[src/rtl/logs_iterate_map_mc.sv]
// Multi-channel logistic-map iterator: x <- r*x*(1-x) per channel, time-multiplexed
// over one shared shift-and-add multiplier with a fixed TDM slot per channel.
`timescale 1ns/1ps
module logs_iterate_map_mc #(
  parameter int              FRAC      = 8,
  parameter int              CHANNELS  = 4,
  parameter int              ITER_LEN  = 0,
  parameter logic [FRAC-1:0] INITIAL_X = FRAC'(1 << (FRAC-4)),
  localparam int             CW        = $clog2(CHANNELS)
) (
  input  logic            clk,
  input  logic            reset_n,
  input  logic            run,
  input  logic            cfg_we,
  input  logic [CW-1:0]   cfg_ch,
  input  logic [FRAC+1:0] cfg_r,
  input  logic [FRAC-1:0] cfg_x,
  input  logic            cfg_en,
  input  logic [CW-1:0]   rd_ch,
  output logic [FRAC-1:0] rd_x,
  output logic            out_valid,
  output logic [CW-1:0]   out_ch,
  output logic [FRAC-1:0] out_x,
  output logic            busy
);

  localparam int SLOT_LEN = (ITER_LEN > 2*FRAC+3) ? ITER_LEN : 2*FRAC+3;
  localparam int CNT_W    = $clog2(SLOT_LEN);
  localparam int AW       = 2*FRAC+2;

  localparam logic [CNT_W-1:0] C_MUL1_LAST = CNT_W'(FRAC);
  localparam logic [CNT_W-1:0] C_LOAD2     = CNT_W'(FRAC+1);
  localparam logic [CNT_W-1:0] C_MUL2_LAST = CNT_W'(2*FRAC+1);
  localparam logic [CNT_W-1:0] C_WB        = CNT_W'(2*FRAC+2);
  localparam logic [CNT_W-1:0] C_LAST      = CNT_W'(SLOT_LEN-1);
  localparam logic [CW-1:0]    LAST_CH     = CW'(CHANNELS-1);

  logic [FRAC+1:0] r_q  [CHANNELS];
  logic [FRAC-1:0] x_q  [CHANNELS];
  logic            en_q [CHANNELS];

  logic [CNT_W-1:0] cnt_q, cnt_d;
  logic [CW-1:0]    ptr_q, ptr_d;
  logic [AW-1:0]    m1_q, m1_d;
  logic [FRAC-1:0]  m2_q, m2_d;
  logic [AW-1:0]    acc_q, acc_d;
  logic             inval_q, inval_d;
  logic             out_valid_q;
  logic [CW-1:0]    out_ch_q;
  logic [FRAC-1:0]  out_x_q;

  logic            cfg_hit;
  logic            wb_fire;
  logic [FRAC-1:0] xn;

  // NOTE: every variable gets a default before any branch so no path leaves it
  // unassigned; otherwise synthesis infers a latch.
  always_comb begin
    cnt_d   = cnt_q;
    ptr_d   = ptr_q;
    m1_d    = m1_q;
    m2_d    = m2_q;
    acc_d   = acc_q;
    inval_d = inval_q;
    wb_fire = 1'b0;
    xn      = acc_q[2*FRAC-1:FRAC];
    cfg_hit = cfg_we && (cfg_ch == ptr_q);

    if (cnt_q == '0) begin
      if (run) begin
        m1_d    = AW'(x_q[ptr_q]);
        m2_d    = ~x_q[ptr_q];
        acc_d   = '0;
        inval_d = 1'b0;
        cnt_d   = CNT_W'(1);
      end
    end else begin
      if ((cnt_q <= C_MUL1_LAST) || ((cnt_q > C_LOAD2) && (cnt_q <= C_MUL2_LAST))) begin
        if (m2_q[0]) acc_d = acc_q + m1_q;
        m1_d = m1_q << 1;
        m2_d = m2_q >> 1;
      end else if (cnt_q == C_LOAD2) begin
        m1_d  = AW'(r_q[ptr_q]);
        m2_d  = acc_q[2*FRAC-1:FRAC];
        acc_d = '0;
      end else if (cnt_q == C_WB) begin
        // A same-channel write on this very edge beats the computed result.
        wb_fire = en_q[ptr_q] && !inval_q && !cfg_hit;
      end

      if (cfg_hit && (cnt_q <= C_WB)) inval_d = 1'b1;

      if (cnt_q == C_LAST) begin
        cnt_d = '0;
        ptr_d = (ptr_q == LAST_CH) ? '0 : ptr_q + CW'(1);
      end else begin
        cnt_d = cnt_q + CNT_W'(1);
      end
    end
  end

  // NOTE: sequential state uses non-blocking assignments so every register
  // samples pre-edge values regardless of statement order.
  always_ff @(posedge clk or negedge reset_n) begin
    if (!reset_n) begin
      cnt_q       <= '0;
      ptr_q       <= '0;
      m1_q        <= '0;
      m2_q        <= '0;
      acc_q       <= '0;
      inval_q     <= 1'b0;
      out_valid_q <= 1'b0;
      out_ch_q    <= '0;
      out_x_q     <= '0;
    end else begin
      cnt_q       <= cnt_d;
      ptr_q       <= ptr_d;
      m1_q        <= m1_d;
      m2_q        <= m2_d;
      acc_q       <= acc_d;
      inval_q     <= inval_d;
      out_valid_q <= wb_fire;
      if (wb_fire) begin
        out_ch_q <= ptr_q;
        out_x_q  <= xn;
      end
    end
  end

  // NOTE: the per-channel arrays are reset because software relies on known
  // r/x/en values straight out of reset; they are small register files, not RAM.
  always_ff @(posedge clk or negedge reset_n) begin
    if (!reset_n) begin
      for (int i = 0; i < CHANNELS; i++) begin
        r_q[i]  <= '0;
        x_q[i]  <= INITIAL_X;
        en_q[i] <= 1'b0;
      end
    end else begin
      if (wb_fire) x_q[ptr_q] <= xn;
      if (cfg_we) begin
        r_q[cfg_ch]  <= cfg_r;
        x_q[cfg_ch]  <= cfg_x;
        en_q[cfg_ch] <= cfg_en;
      end
    end
  end

  assign rd_x      = x_q[rd_ch];
  assign out_valid = out_valid_q;
  assign out_ch    = out_ch_q;
  assign out_x     = out_x_q;
  assign busy      = (cnt_q != '0);

endmodule

[config.mk]
export PLATFORM = sky130hd
export DESIGN_NAME = logs_iterate_map_mc
export DESIGN_NICKNAME = d
export VERILOG_FILES = /design/src/rtl/logs_iterate_map_mc.sv
export SDC_FILE = /design/constraint.sdc
export NUM_CORES = 1
export LEC_CHECK = 0
export BUFFER_PORTS_ARGS = -buffer_cell sky130_fd_sc_hd__buf_2
export CELL_PAD_IN_SITES_DETAIL_PLACEMENT = 0
export CELL_PAD_IN_SITES_GLOBAL_PLACEMENT = 1
export CORE_MARGIN = 2
export CORE_UTILIZATION = 53
export DETAILED_ROUTE_END_ITERATION = 10
export GPL_ROUTABILITY_DRIVEN = 0
export MAX_ROUTING_LAYER = met4
export PLACE_DENSITY = 0.93
export SETUP_SLACK_MARGIN = 0.4
export SLEW_MARGIN = 15
export SYNTH_ARGS = -nofsm -noshare
export SYNTH_HDL_FRONTEND = slang
export SYNTH_SLANG_ARGS = --single-unit
[constraint.sdc]
create_clock -name clk -period 4.5 [get_ports clk]
set_clock_uncertainty 0.05 [all_clocks]
set_input_delay 0.675 -clock clk [delete_from_list [all_inputs] [get_ports clk]]
set_output_delay 0.675 -clock clk [all_outputs]
set_load 0.02 [all_outputs]
# Word-level counts from Yosys, hierarchy flattened
# Index checks and enable logic that the tools add are counted.
[word_totals] reg_bits=139 latch_bits=0 mem_bits_rw=0 romBits=0 inputBits=27 wordCells=112 n_memories=0
[op_classes] n_addsub=3 multipliers=0 div=0 magnitude_cmp=9 n_eq_ne=6 n_shift=0 muxes=50 bitwise=5 n_reduce_logical=18
[op_table] op="$mux 18" n=9
[op_table] op="$mux 8" n=10
[op_table] op="$bwmux 32" n=2
[op_table] op="$mux 32" n=2
[op_table] op="$bwmux 40" n=1
[op_table] op="$bmux 8 s2" n=2
[op_table] op="$demux 8 s2" n=2
[op_table] op="$mux 10" n=3
[op_table] op="$bmux 10 s2" n=1
[op_table] op="$demux 10 s2" n=1
[op_table] op="$add 18x18->18" n=1
[op_table] op="$mux 5" n=3
[op_table] op="$le 5x5->1 const B" n=2
[op_table] op="$mux 1" n=10
[op_table] op="$ge 3x3->1 const B" n=3
[op_table] op="$not 2->3" n=3
[op_table] op="$not 8->8" n=1
[op_table] op="$logic_and 1x1->1" n=7
[op_table] op="$lt 3x1->1 const B" n=2
[op_table] op="$reduce_and 2->1" n=3
[op_table] op="$add 5x1->5 const B" n=1
[op_table] op="$eq 5x4->1 const B" n=1
[op_table] op="$eq 5x5->1 const B" n=1
[op_table] op="$gt 5x4->1 const B" n=1
[op_table] op="18 further kinds" n=19

# Depth between registers and ports, before layout
# Gate-level depths: netlist of the first run.
[logic_depth] ltp_word=13 depth_mapped=10 depth_no_buf=9

# Least setup slack after synthesis of the first run
# OpenSTA, ideal clock, no wires.
[synth_timing] path_kind="input to output" startpoint="in rd_ch[0]" endpoint="out rd_x[0]" arrival_ns=1.730 required_ns=3.775 path_slack_ns=2.045 stages=2 path_buffers=1 cell_sequence="clkbuf_1 > mux4_2"
[synth_via] elab_chain_len=4
[synth_rtl] element="start: declaration" line_no="19" source="input logic [CW-1:0] rd_ch,"
[synth_rtl] element="$not 2->3 (implied by the code)" line_no="149" source="assign rd_x = x_q[rd_ch];"
[synth_rtl] element="$bmux 8 s2" line_no="149"
[synth_rtl] element="$mux 8 (implied by the code) (2 in a row)" line_no="149"
[synth_rtl] element="end: declaration" line_no="20" source="output logic [FRAC-1:0] rd_x,"
# Every way passes these cells. The select of a mux whose other input is x is not followed.

# Worst setup path in the final report of the first run
[layout_timing] startpoint="reg cnt_q[1]" endpoint="reg acc_q[4]"
[layout_via] elab_chain_len=5
[layout_rtl] element="start: declaration" line_no="42" source="logic [CNT_W-1:0] cnt_q, cnt_d;"
[layout_rtl] element="start signal: assignment" line_no="116" source="cnt_q <= cnt_d;"
[layout_rtl] element="$gt 5x4->1 / $le 5x5->1 (equally long branches)" line_no="78" source="if ((cnt_q <= C_MUL1_LAST) || ((cnt_q > C_LOAD2) && (cnt_q <= C_MUL2_LAST))) begin"
[layout_rtl] element="$logic_and 1x1->1" line_no="78"
[layout_rtl] element="$logic_or 1x1->1" line_no="78"
[layout_rtl] element="$ne 3x3->1 (no source line), or another cell as far along"
[layout_rtl] element="$reduce_and 3->1 (no source line) / $mux 18 (equally long branches)"
[layout_rtl] element="end signal: assignment" line_no="110" source="acc_q <= '0;"
[layout_rtl] element="end signal: assignment" line_no="120" source="acc_q <= acc_d;"
[layout_rtl] element="end: declaration" line_no="46" source="logic [AW-1:0] acc_q, acc_d;"
# Parallel ways exist; a longest one is shown, timed or not.
# A chain may end at the register's enable or synchronous reset.

==> metrics list, run 1 <==
* Seq/Total Area, Yosys: 46.6%
- Bufs on Longest Clock Path: 2
- STA classifies the critical path endpoint as a flip-flop.
* Width of the die: 121 um
- Max Fanout on Critical Path: 26
- Counting I/O delays and the setup requirement, the final critical path takes 3.19 ns.
- For this run, the slowest stage of the critical path takes 0.63 ns.
- Tightest slew margin relative to the limit: 32.3%
- Area added between synthesis and finish: 13.4%
- Vias in the first global route: 5391
- Max-cap violations in this run came to 0.
- Number of DRC violations after detailed-routing iteration 0: 282
- Clk root buf: clkbuf_16
- Final net count: 711
- The number of endpoints with negative hold slack in the final report is 0.
* Setup repair after global routing missed its margin: false
* Fraction of layout cells with a size suffix above 1: 28.8%
- Ranked by total cell area, the synthesized netlist is headed by dfrtp_1 (45%), mux2_2 (8.4%), mux4_2 (8.4%).
- Clock tree from TritonCTS: yes
- Total wire length: 17100 um
- Routed Antenna Nets: 0
* # setup viols final: 0
- Master of the slowest instance on the critical path: o21ai_2
- The repair_antennas step left the layout with diodes totalling 0.
- Data arrival time of the critical path: 3.49 ns
* Power density over cell area: 676 nW/um2
* Kind of critical path: reg2reg
- Count of distinct cell types in the synthesized netlist: 65
* Antenna violations before repair: 0
- # rows: 42
- Maximum number of pins on one net before global-route repair: 72
- In the synthesized netlist the async set-or-reset flop fraction comes to 100%.
- Gr usage total: 25.6%
* Die Footprint: 14600 um2
- Counting every sink on the clock net gives 135.
- Final-report max-slew violation count: 0
- Estimated wirelength of the detail-placed design: 11600 um
- Count of buffers added by post-CTS timing repair for setup: 0
* Synth area leader: dfrtp_1
- Clock tree synthesis inserted a total of 17 buffers.
- Router iterations before antenna repair: 5
- For the pin with the worst max-slew slack, the measured transition is 1.02 ns.
* Synthesized area per cell: 11.6 um2
- Crit start category: flip-flop
- Setup TNS: 0 ns
- STA puts the critical path data required time at 4.80 ns.
* Number of levels in the clock H-tree: 4
- The min-delay analysis places its worst path in the category in2async.
* Fraction of the cycle the final worst path needs: 70.8%
- Leading cell types by count after synthesis: dfrtp_1 (131), mux2_2 (54), nand2_1 (52), nor2_1 (46), a21oi_1 (42)
- Global-route wire length before repair: 27800 um
- The later pin in the worst-skew pair is clocked with a latency of 0.43 ns.
- During synthesis, Yosys emitted a total of 0 warnings.
* Post-synthesis instance total: 624
* GR Overflow Total: 0
* Average wire per standard cell: 20.1 um
- In this run the biggest area consumer among cell types represents 45.2% of the synthesized area.
- The total area inside the core boundary comes to 13300 um2.
- For this run, design rule violations remaining after detail routing come to 0.
* Die outline height: 121 um
* Synth Net Count: 674
- Detailed routing inserted a total of 5239 vias.
* Number of enable flip-flop cells after synthesis: 0
- Starting density of the core: 54.6%
- In the synthesized netlist the dominant register cell turns out to be dfrtp_1.
- Via count normalized by instance count: 6.16
- Critical path, cell by cell: inv_1 -> ha_1 -> o21ba_2 -> o31a_1 -> o21ai_2 -> o21bai_2 -> a2111oi_0 -> a21o_1
- Hold buffer count at CTS: 0
- Clock-pin slew was measured on the worst setup and hold paths at 0.06 ns.
- Across the VDD grid, the largest voltage drop is 0.373 mV.
- Number of synthesized register bits: 135
- Counting tap cells, the placed design contains a total of 818 instances.
* Number of port buffers: 46
* Cells resized by post-CTS repair: 0
* Final cell count without fillers: 850
- Run status: finished clean
- In this run the count of I/O pins placed on the die edge is 47.
* Post-Syn Area: 7260 um2
- The most common cell in the synthesized netlist is dfrtp_1.
- Based on the critical path, the design can be clocked at up to 314 MHz.
* Lkg Pwr: 3.50 nW
-- per-stage QoR --
step	setup slack (ns)	hold WS [ns]	area [um2]	utilization [%]	total power, mW
after floorplan	2.04	0.329	7260	-	3.54
after global placement	1.48	0.414	7600	57.2	3.98
after detailed placement	1.43	0.426	7600	57.2	4.08
after CTS	1.35	0.369	8230	61.9	5.56
after global routing	1.14	0.411	8230	61.9	5.91
final	1.31	0.348	8230	61.9	5.57
-- placed cells by master, fill, tap and decap left out, types with 9 or more instances in the layout --
master     Yosys  routed
a21oi_1       42      42
buf_2         12      45
buf_4          3      11
clkbuf_16      0      17
dfrtp_1      131     131
ha_1          22      22
inv_1         12      12
mux2_2        54      54
mux2i_1       33      33
mux4_2        27      27
nand2_1       52      52
nor2_1        46      46
o21ai_0       23      23
o21ai_1        9       9
o31ai_1       13      13
xnor2_1        9       9
-- final cells by class --
type / instances / area, um2
multi-input combinational: 438 / 3640
tap: 176 / 220
inverter: 13 / 48.8
clock inverter: 7 / 115
sequential: 135 / 3380
clock buffer: 25 / 515
timing repair buffer: 56 / 308
fill: 1004 / 5060
-- where the power goes --
group	switching [mW]	internal, mW
sequential	0.321	1.54
clock	0.505	0.958
combinational	1.28	0.956
-- cells by family after synthesis --
family,synth area share (%)
muxes,21.3
AOI/OAI and AO/OA,13.4
adders and majority gates,4.07
and+or+nand+nor,9.72
buffers and inverters,3.31
DFF,46.6
xor gates and xnor gates,1.57
-- critical path: cells and delay by family, from the launching register on --
| kind | cells | cell delay [ns] |
|---|---|---|
| compound gates | 6 | 2.23 |
| fa+ha+maj | 1 | 0.23 |
| flops | 1 | 0.45 |
| buf+inv | 1 | 0.15 |
-- routing by layer --
layer | wire, um | vias to the layer above | GRT usage [%]
li1 | - | 2383 | -
met1 | 7190 | 2650 | 31.5
met2 | 8490 | 168 | 40.7
met3 | 969 | 38 | 5.87
met4 | 423 | 0 | 11.6
met5 | 0 | - | -
-- worst paths after layout --
path / start / endpoint / slack (ns) / cells past startpoint
worst max-delay path: cnt_q[1] / acc_q[4] / 1.31 / 8
worst min-delay path: reset_n / r_q[11] / 0.35 / 1
worst max register to register: cnt_q[1] / acc_q[4] / 1.31 / 8
worst min register to register: acc_q[0] / acc_q[0] / 0.44 / 2
max in group asynchronous: reset_n / m2_q[4] / 3.05 / 2
min in group clk: run / inval_q / 0.42 / 2
-- state kept, by name, indices dropped and copies added, names as in the netlist --
| register | count |
|---|---|
| r_q | 40 |
| x_q | 32 |
| acc_q | 16 |
| m1_q | 16 |
| m2_q | 8 |
| out_x | 8 |
| cnt_q | 5 |
| en_q | 4 |
| out_ch | 2 |
| ptr_q | 2 |
| inval_q | 1 |
| out_valid | 1 |
Power figures use the tool's default switching activity.
==> inputs of run 2 (changes only) <==
- CORE_UTILIZATION: 53 -> 45
- PLACE_DENSITY: 0.93 -> 0.85
- clock period: 4.5 -> 2.9 ns (I/O delays scaled with it)
==> metrics list, run 2 (synthesis results as in run 1) <==
- Run status: finished clean (unchanged)
- CP delay by family, top: compound AO/OA/AOI/OAI gates (unchanged)
- The layout overhead on the synthesized area was 17.5% (was 13.4%).
- Number of clock buffers inserted by TritonCTS: 17 (unchanged)
- Floorplan Core Area: 15800 um2 (was 13300 um2)
- The number of cell rows is 46 (was 42).
* # diodes: 0 (unchanged)
- Placement-stage cell area: 7780 um2 (was 7600 um2)
- The kind of end point of the critical path is a flip-flop (unchanged).
* Vias in the first global route: 5404 (was 5391)
* Clk root buf: clkbuf_16 (unchanged)
- The total wire length after detailed routing was 17600 um (was 17100 um).
* Final-report max-slew violation count: 0 (unchanged)
- Drt drc: 0 (unchanged)
* Flop-to-flop setup slack: 0.47 ns (was 1.31 ns)
* Number of clock sinks: 135 (unchanged)
- Commonest cells after routing, fill and taps aside: dfrtp_1 (126), mux2_2 (54), nand2_1 (52) (was dfrtp_1 (131), mux2_2 (54), nand2_1 (52)).
* Via count normalized by instance count: 5.83 (was 6.16)
- Number of levels in the clock H-tree: 4 (unchanged)
- The horizontal extent of the die is 131 um (was 121 um).
* Reg-to-Reg Start: m1_q[6] (was cnt_q[1])
* Final net count: 732 (was 711)
* Largest register by flop count: r_q (unchanged)
* Maximum number of pins on one net before global-route repair: 55 (was 72)
- The total power density per cell area was 1040 nW/um2 (was 676 nW/um2).
* Worst reg2reg endpoint: acc_q[15] (was acc_q[4])
- The total negative setup slack is 0 ns (unchanged).
- Largest registers ranked by flip-flop count: r_q: 40 flops, x_q: 32 flops (unchanged)
* Tightest slew margin relative to the limit: 49.7% (was 32.3%)
- Depth of the most critical reg-to-reg path: 7 (was 8)
- The floorplan die height was 131 um (was 121 um).
* Flip-flop count of the largest register after layout: 40 (unchanged)
* Routed Antenna Nets: 0 (unchanged)
* Min cycle time layout: 2.43 ns (was 3.19 ns)
* Critical path, cell by cell: ha_1 -> a21oi_1 -> o211ai_1 -> a2111oi_4 -> nor3b_2 -> or4b_1 -> o311ai_1 (was inv_1 -> ha_1 -> o21ba_2 -> o31a_1 -> o21ai_2 -> o21bai_2 -> a2111oi_0 -> a21o_1)
- # setup viols final: 0 (unchanged)
* Data arrival time of the critical path: 2.68 ns (was 3.49 ns)
* Fraction of layout cells with a size suffix above 1: 34.4% (was 28.8%)
* Most common cell after layout, fill and taps aside: dfrtp_1 (unchanged)
* Worst IR drop on VDD: 0.593 mV (was 0.373 mV)
- Fraction of the cycle the final worst path needs: 83.8% (was 70.8%)
- The number of endpoints with negative hold slack in the final report was 0 (unchanged).
* CP Buf/Inv Count: 0 (was 1)
* Average wire per standard cell: 19.4 um (was 20.1 um)
* Setup repair after global routing missed its margin: true (was false)
- The kind of critical path is reg2reg (unchanged).
- The post-route standard cell area excluding fillers was 8530 um2 (was 8230 um2).
- Number of DRC violations after detailed-routing iteration 0: 400 (was 282)
* Die Footprint: 17200 um2 (was 14600 um2)
- GR Overflow Total: 0 (unchanged)
* Clock tree from TritonCTS: yes (unchanged)
- Ports: 47 (unchanged)
* Post-CTS clock slew at the launch and capture registers of the worst setup and hold paths: 0.06 ns (about the same)
* Master of the slowest instance on the critical path: or4b_1 (was o21ai_2)
* Worst skew pair latency: 0.42 ns (was 0.43 ns)
- Maximum clock rate: 412 MHz (was 314 MHz)
- The number of buffers between clock root and the deepest sink came to 2 (unchanged).
- The highest fanout seen on the critical path is 4 (was 26).
* Router iterations before antenna repair: 5 (unchanged)
- Number of port buffers: 46 (unchanged)
- Vias: 5312 (was 5239)
* Data required time at the worst endpoint: 3.15 ns (was 4.80 ns)
- The combined global-route utilization of all metal layers is 22.3% (was 25.6%).
* Antenna violations before repair: 0 (unchanged)
- The worst hold path class is in2async (unchanged).
- Worst slew pin tran: 0.752 ns (was 1.02 ns)
- Peak per-stage delay on the critical path: 0.51 ns (was 0.63 ns)
* Minimum hold slack: 0.0157 ns (was 0.348 ns)
- The leakage power total came to 3.57 nW (was 3.50 nW).
* Starting density of the core: 45.9% (was 54.6%)
* Global-route wire length before repair: 28100 um (was 27800 um)
- The number of maximum-capacitance violations was 0 (unchanged).
- Crit start category: flip-flop (unchanged)
* Estimated wirelength of the detail-placed design: 12400 um (was 11600 um)
- Hold buffer count at CTS: 0 (unchanged)
-- run 2: cell count changes in the layout (fill, tap and decap cells not counted), sizes merged --
cell | previous run | this run
clkbuf | 25 | 19
clkinvlp | 2 | 7
inv | 13 | 16
clkinv | 2 | 1
buf | 56 | 77
bufinv | 3 | 2
-- run 2: worst max-delay path by stage --
stage	from	end	slack (ns)	cells past startpoint
final	m1_q[6]	acc_q[15]	0.47	7
after global routing	m1_q[1]	acc_q[15]	0.34	7
after global placement	cnt_q[0]	acc_q[6]	0.35	9
after detailed placement	cnt_q[0]	acc_q[6]	0.23	9
after floorplan	cnt_q[0]	x_q[24]	0.54	9
after CTS	acc_q[9]	acc_q[15]	0.40	8
-- run 2: worst register-to-register path, stage by stage, from the launching register on --
cell	delay, ns
dfrtp_1	0.42
ha_1	0.37
a21oi_1	0.19
o211ai_1	0.18
a2111oi_4	0.37
nor3b_2	0.10
or4b_1	0.51
o311ai_1	0.11
-- run 2: metrics by stage --
step	utilization [%]	power [mW]	setup slack [ns]	instances
5_1_grt	53.9	9.42	0.340	911
6_report	53.9	8.88	0.471	911
2_1_floorplan	-	5.49	0.537	624
3_3_place_gp	49.1	6.32	0.351	873
4_1_cts	53.4	8.78	0.401	909
3_5_place_dp	49.1	6.48	0.231	873
-- run 2: layout make-up --
type | instances | area (um2)
Fill cell | 1307 | 7300
Clock inverter | 13 | 144
Multi-Input combinational cell | 438 | 3740
Clock buffer | 19 | 453
Tap cell | 216 | 270
Inverter | 13 | 48.8
Timing Repair Buffer | 77 | 485
Sequential cell | 135 | 3390
-- run 2: metal layers --
metal	vias to the layer above	share of wire (%)	track usage, %
met1	2701	43	27.5
met5	-	0	-
li1	2422	-	-
met2	151	50	36.2
met4	0	2.4	8.95
met3	38	4.6	4.23
-- run 2: repair_timing --
action	CTS	global route
buffers inserted	4	2
pin swaps	3	8
resized for setup	10	19
endpoints found under the setup margin	50	50
-- run 2: power by group --
group          internal (mW)  leakage [nW]  switching, mW  total [mW]
Clock                   1.32         0.271          0.848        2.16
Sequential              2.40          1.65          0.487        2.89
Combinational           1.70          1.65           2.13        3.83
